[config.mk]
export PLATFORM = sky130hd
export DESIGN_NAME = seg_scan_driver
export DESIGN_NICKNAME = d
export VERILOG_FILES = /design/src/rtl/seg_scan_driver.sv
export SDC_FILE = /design/constraint.sdc
export NUM_CORES = 1
export LEC_CHECK = 0
export ABC_AREA = 0
export CELL_PAD_IN_SITES_DETAIL_PLACEMENT = 0
export CELL_PAD_IN_SITES_GLOBAL_PLACEMENT = 1
export CORE_ASPECT_RATIO = 1.25
export CORE_MARGIN = 5
export CORE_UTILIZATION = 39
export DETAILED_ROUTE_END_ITERATION = 10
export PLACE_DENSITY_LB_ADDON = 0.1
export SLEW_MARGIN = 0
export SYNTH_ARGS = -nofsm -noshare
export SYNTH_HDL_FRONTEND = slang
export SYNTH_SLANG_ARGS = --single-unit
[constraint.sdc]
create_clock -name clk -period 6.4 [get_ports clk]
set_clock_uncertainty 0.15 [all_clocks]
set_input_delay 1.28 -clock clk [delete_from_list [all_inputs] [get_ports clk]]
set_output_delay 1.28 -clock clk [all_outputs]
set_load 0.03 [all_outputs]
[src/rtl/seg_scan_driver.sv]
// -----------------------------------------------------------------------------
// seg_scan_driver
//   Time-multiplexed driver for a NUM_DIGITS-digit 7-segment hex display.
//   A prescaler holds each digit lit for PRESCALE clk cycles. The scan then
//   steps to the next digit and wraps from the last digit back to digit 0.
//   Optional leading-zero blanking is supported. All outputs are registered.
//
// Parameters
//   NUM_DIGITS  number of digits (1..8)
//   PRESCALE    clk cycles each digit is lit (1..2^20)
//   ACTIVE_LOW  1: seg/dp/an are low-true, 0: high-true
//
// Ports
//   clk         system clock, rising edge
//   rst         synchronous active-high reset
//   load        capture value/dp_in/blank_lz into the display registers
//   value       packed hex digits, digit k = value[4k+3:4k], digit 0 rightmost
//   dp_in       decimal-point request per digit
//   blank_lz    leading-zero blanking enable (captured with load)
//   seg         segment drive, seg[0]=a .. seg[6]=g
//   dp          decimal-point drive
//   an          digit enables, one-hot when active
//   frame_done  one-cycle high-true pulse when the scan wraps to digit 0
// -----------------------------------------------------------------------------
module seg_scan_driver #(
  parameter int NUM_DIGITS = 4,
  parameter int PRESCALE   = 1000,
  parameter bit ACTIVE_LOW = 1'b1
) (
  input  logic                    clk,
  input  logic                    rst,
  input  logic                    load,
  input  logic [4*NUM_DIGITS-1:0] value,
  input  logic [NUM_DIGITS-1:0]   dp_in,
  input  logic                    blank_lz,
  output logic [6:0]              seg,
  output logic                    dp,
  output logic [NUM_DIGITS-1:0]   an,
  output logic                    frame_done
);

  localparam int PW = (PRESCALE > 1) ? $clog2(PRESCALE) : 1;
  localparam int IW = (NUM_DIGITS > 1) ? $clog2(NUM_DIGITS) : 1;

  localparam logic [PW-1:0] PRESC_LAST = PW'(PRESCALE - 1);
  localparam logic [IW-1:0] IDX_LAST   = IW'(NUM_DIGITS - 1);

  // Internal levels are computed low-true; these masks flip them for high-true
  // displays on the way into the output registers.
  localparam logic [6:0]            SEG_POL = ACTIVE_LOW ? 7'b0000000 : 7'b1111111;
  localparam logic                  DP_POL  = ACTIVE_LOW ? 1'b0 : 1'b1;
  localparam logic [NUM_DIGITS-1:0] AN_POL  = ACTIVE_LOW ? {NUM_DIGITS{1'b0}}
                                                         : {NUM_DIGITS{1'b1}};
  localparam logic [6:0]            SEG_BLANK = 7'b1111111;

  // Low-true hex decode, bit order g..a.
  function automatic logic [6:0] hex_to_seg(input logic [3:0] d);
    logic [6:0] s;
    case (d)
      4'h0:    s = 7'b1000000;
      4'h1:    s = 7'b1111001;
      4'h2:    s = 7'b0100100;
      4'h3:    s = 7'b0110000;
      4'h4:    s = 7'b0011001;
      4'h5:    s = 7'b0010010;
      4'h6:    s = 7'b0000010;
      4'h7:    s = 7'b1111000;
      4'h8:    s = 7'b0000000;
      4'h9:    s = 7'b0010000;
      4'hA:    s = 7'b0001000;
      4'hB:    s = 7'b0000011;
      4'hC:    s = 7'b1000110;
      4'hD:    s = 7'b0100001;
      4'hE:    s = 7'b0000110;
      4'hF:    s = 7'b0001110;
      default: s = SEG_BLANK;
    endcase
    return s;
  endfunction

  logic [PW-1:0]           presc_r;
  logic [IW-1:0]           idx_r;
  logic [4*NUM_DIGITS-1:0] val_r;
  logic [NUM_DIGITS-1:0]   dp_r;
  logic                    blz_r;

  logic                    adv_s;
  logic                    last_s;
  logic [3:0]              digit_s;
  logic [4*NUM_DIGITS-1:0] upper_s;
  logic                    blank_s;
  logic [NUM_DIGITS-1:0]   one_s;
  logic [6:0]              seg_lvl_s;
  logic                    dp_lvl_s;

  // Scan decode: advance event, current digit, blanking and low-true levels.
  always_comb begin
    adv_s   = (presc_r == PRESC_LAST);
    last_s  = (idx_r == IDX_LAST);
    digit_s = val_r[{idx_r, 2'b00} +: 4];
    // The current digit is a leading zero when it and every digit above it
    // are zero. Digit 0 is never blanked.
    upper_s = val_r >> {idx_r, 2'b00};
    blank_s = blz_r && (idx_r != {IW{1'b0}}) && (upper_s == {(4*NUM_DIGITS){1'b0}});
    one_s   = {NUM_DIGITS{1'b0}};
    for (int k = 0; k < NUM_DIGITS; k++) begin
      one_s[k] = (idx_r == IW'(k));
    end
    if (blank_s) begin
      seg_lvl_s = SEG_BLANK;
      dp_lvl_s  = 1'b1;
    end else begin
      seg_lvl_s = hex_to_seg(digit_s);
      dp_lvl_s  = ~dp_r[idx_r];
    end
  end

  // Prescaler, digit index, display registers and registered outputs.
  always_ff @(posedge clk) begin
    if (rst) begin
      presc_r    <= {PW{1'b0}};
      idx_r      <= {IW{1'b0}};
      val_r      <= {(4*NUM_DIGITS){1'b0}};
      dp_r       <= {NUM_DIGITS{1'b0}};
      blz_r      <= 1'b0;
      seg        <= SEG_BLANK ^ SEG_POL;
      dp         <= 1'b1 ^ DP_POL;
      an         <= {NUM_DIGITS{1'b1}} ^ AN_POL;
      frame_done <= 1'b0;
    end else begin
      if (adv_s) begin
        presc_r <= {PW{1'b0}};
        if (last_s) begin
          idx_r <= {IW{1'b0}};
        end else begin
          idx_r <= idx_r + IW'(1'b1);
        end
      end else begin
        presc_r <= presc_r + PW'(1'b1);
        idx_r   <= idx_r;
      end
      frame_done <= adv_s && last_s;
      if (load) begin
        val_r <= value;
        dp_r  <= dp_in;
        blz_r <= blank_lz;
      end else begin
        val_r <= val_r;
        dp_r  <= dp_r;
        blz_r <= blz_r;
      end
      // Outputs use the pre-edge index and display registers.
      seg <= seg_lvl_s ^ SEG_POL;
      dp  <= dp_lvl_s ^ DP_POL;
      an  <= (~one_s) ^ AN_POL;
    end
  end

endmodule
==> results.sh <==
export IMPL_syn_to_final_growth_pct=23.9
export IMPL_postCtsSetupRepairBufs=0
export IMPL_core_area_mm2=0.00512
export IMPL_synth_adder_area_share=0.0602
export IMPL_power_density_mw_per_mm2=231
export IMPL_start_util=0.406
export IMPL_synth_top_family_by_area="multiplexers"
export IMPL_clock_sinks=46
export IMPL_endpoint_kind="register"
export IMPL_ys_warnings_count=0
export IMPL_antenna_found_initial=0
export IMPL_grt_pass1_wl_um=7290
export IMPL_clk_pin_slew_ns=0.08
export IMPL_async_reset_ff_frac=0
export IMPL_critPathRequiredTime_ns=6.37
export IMPL_met2_usage=0.247
export IMPL_synth_compound_area_frac=0.0452
export IMPL_critical_path_class="input pin to register"
export IMPL_fin_tns_setup_ns=0
export IMPL_n_antenna_cell=0
export IMPL_gp_congestion=0.720
export IMPL_grtUsageMet3=0.0394
export IMPL_yosys_top_cells_count="46 x dfxtp_1, 39 x nor2_1, 27 x mux2i_1"
export IMPL_synth_top_area_share=0.443
export IMPL_tightest_slew_ns=1.22
export IMPL_firstDrtPassIters=4
export IMPL_drive_gt1_frac=0.0661
export IMPL_cts_hold_buf=0
export IMPL_clock_latency_ns=0.29
export IMPL_peakVddDrop_mv=0.101
export IMPL_drt_iter0_drc=51
export IMPL_startpoint="rst"
export IMPL_final_util=0.503
export IMPL_synthesis_instances=208
export IMPL_hold_ws_ns=0.299
export IMPL_yosysTopAreaCell="dfxtp_1"
export IMPL_crit_fanout=31
export IMPL_worstPathArrival_ns=3.27
export IMPL_placementRows=29
export IMPL_drc_errors=0
export IMPL_instances_no_fill=304
export IMPL_timing_fmax_mhz=303
export IMPL_synth_nets=242
export IMPL_cts_buffers_inserted=5
export IMPL_syn_cell_area_mm2=0.00208
export IMPL_nFillCells=482
export IMPL_synth_area_top_cells="dfxtp_1 44%, mux2i_1 13%, nor2_1 7.0%, ha_1 6.0%, mux4_2 5.4%"
export IMPL_final_max_slew_violation_count=0
export IMPL_setup_violations=0
export IMPL_grt_pass1_vias=1639
export IMPL_track_usage=0.134
export IMPL_min_from="presc_r[0]"
export IMPL_cp_start_kind="input pin"
export IMPL_grt_busiest_layer="met2"
export IMPL_synth_top_flop_cell="dfxtp_1"
export IMPL_nets=275
export IMPL_period_share=0.515
export IMPL_synth_xor_area_frac=0.0421
export IMPL_slew_headroom=0.184
export IMPL_vias=1555
export IMPL_grt_start_max_net_pins=32
export IMPL_yosysSeqAreaShare=0.443
export IMPL_min_path_type="register to register"
export IMPL_maxCapViolCount=0
export IMPL_reg2reg_from="idx_r[0]"
export IMPL_fin_crit_ns=3.30
export IMPL_die_area_mm2=0.00690
export IMPL_dpl_cell_count=296
export IMPL_vias_per_cell=5.12
export IMPL_cts_root_buf="clkbuf_8"
export IMPL_wl_per_cell_um=14.0
export IMPL_ys_ff_latch=46
export IMPL_clock_path_buffers=2
export IMPL_dp_hpwl_um=3290
export IMPL_p_leak_nw=1.01
export IMPL_drtAntennaViolNets=0
export IMPL_tritoncts="yes"
export IMPL_finalHoldViolCount=0
export IMPL_cts_htree_levels=2
export IMPL_avgSynthCellArea_um2=9.99
export IMPL_ys_types=34
export IMPL_synthMuxAreaShare=0.195
export IMPL_cts_resized=0
export IMPL_grt_util_met1=0.139
export IMPL_die_w_um=75.3
export IMPL_io_buffers=36
export IMPL_dieHeight_um=91.6
export IMPL_wl_um=4240
export IMPL_io_pin_count=37
export IMPL_yosysMostFrequentCell="dfxtp_1"
export IMPL_synth_edf_count=0
export IMPL_grt_overflow_total=0
export IMPL_synthSimpleGateAreaFrac=0.182
export IMPL_rsz0062_at_grt="no"
export IMPL_status="complete, no violations"
## flip-flops by register name, summed over array words and instances (netlist names)
name        cells
presc_r        10
blz_r           1
dp              1
val_r          16
seg             7
idx_r           2
dp_r            4
frame_done      1
an              4
## cells in the final DEF (no fill, tap or decap), drive strengths merged
master,n
clkbuf,7
nor3,5
nor4,1
or4,4
o221ai,2
o311ai,1
o31ai,2
a21oi,1
ha,10
nand2b,6
xor2,5
bufinv,1
o21ai,3
or3,1
mux2,2
mux2i,27
nand4,2
xnor2,5
nand3,5
inv,5
nand2,12
mux4,5
nor2,39
or2b,1
dfxtp,46
and2,3
o211ai,2
a22oi,1
clkdlybuf4s50,36
a31oi,1
or3b,1
## layer usage
layer	part of all wire	wire, um	up-vias
li1	-	-	780
met1	0.39	1660	741
met2	0.55	2350	30
met3	0.044	186	4
met4	0.010	43	0
met5	0	0	-
## critical path: stages
cell	delay [ns]
clkdlybuf4s50_1	0.94
a31oi_1	0.79
o221ai_1	0.25
## final timing paths
check,end,slack (ns),cells past startpoint
worst max-delay path,seg[4],3.10,3
worst min-delay path,presc_r[0],0.30,1
worst max register to register,seg[1],3.57,7
worst min register to register,presc_r[0],0.30,1
## final cells by class
cell class,instances,area (um^2),share of cell area
timing repair buffer,36,360,0.140
clock inverter,1,30.0,0.0117
clock buffer,7,76.3,0.0296
sequential,46,921,0.358
inverter,5,18.8,0.00729
multi-input combinational,147,1090,0.424
tap,62,77.6,0.0301
## per-stage QoR
step / total power [mW] / cell area, um^2 / worst slack [ns]
global placement: 0.395 / 2470 / 2.81
floorplan: 0.363 / 2080 / 4.10
finish: 0.594 / 2570 / 3.10
CTS: 0.605 / 2570 / 3.07
global route: 0.625 / 2570 / 2.80
detailed placement: 0.397 / 2470 / 2.76
## power breakdown
part	switching, mW	internal [mW]	leakage, nW	total [mW]
clock network	0.0887	0.117	0.0524	0.205
logic	0.0384	0.0417	0.575	0.0800
registers	0.00862	0.300	0.379	0.309
total	0.136	0.459	1.01	0.594
## cells by family (layout without fill, tap and decap cells)
kind of cell               count (synthesis)  in the layout
xor gates and xnor gates                  10             10
buffers and inverters                     15             49
adders and majority gates                 10             10
AOI/OAI and AO/OA                         13             13
and+or+nand+nor                           80             80
muxes                                     34             34
DFF                                       46             46
Power figures use the tool's default switching activity.
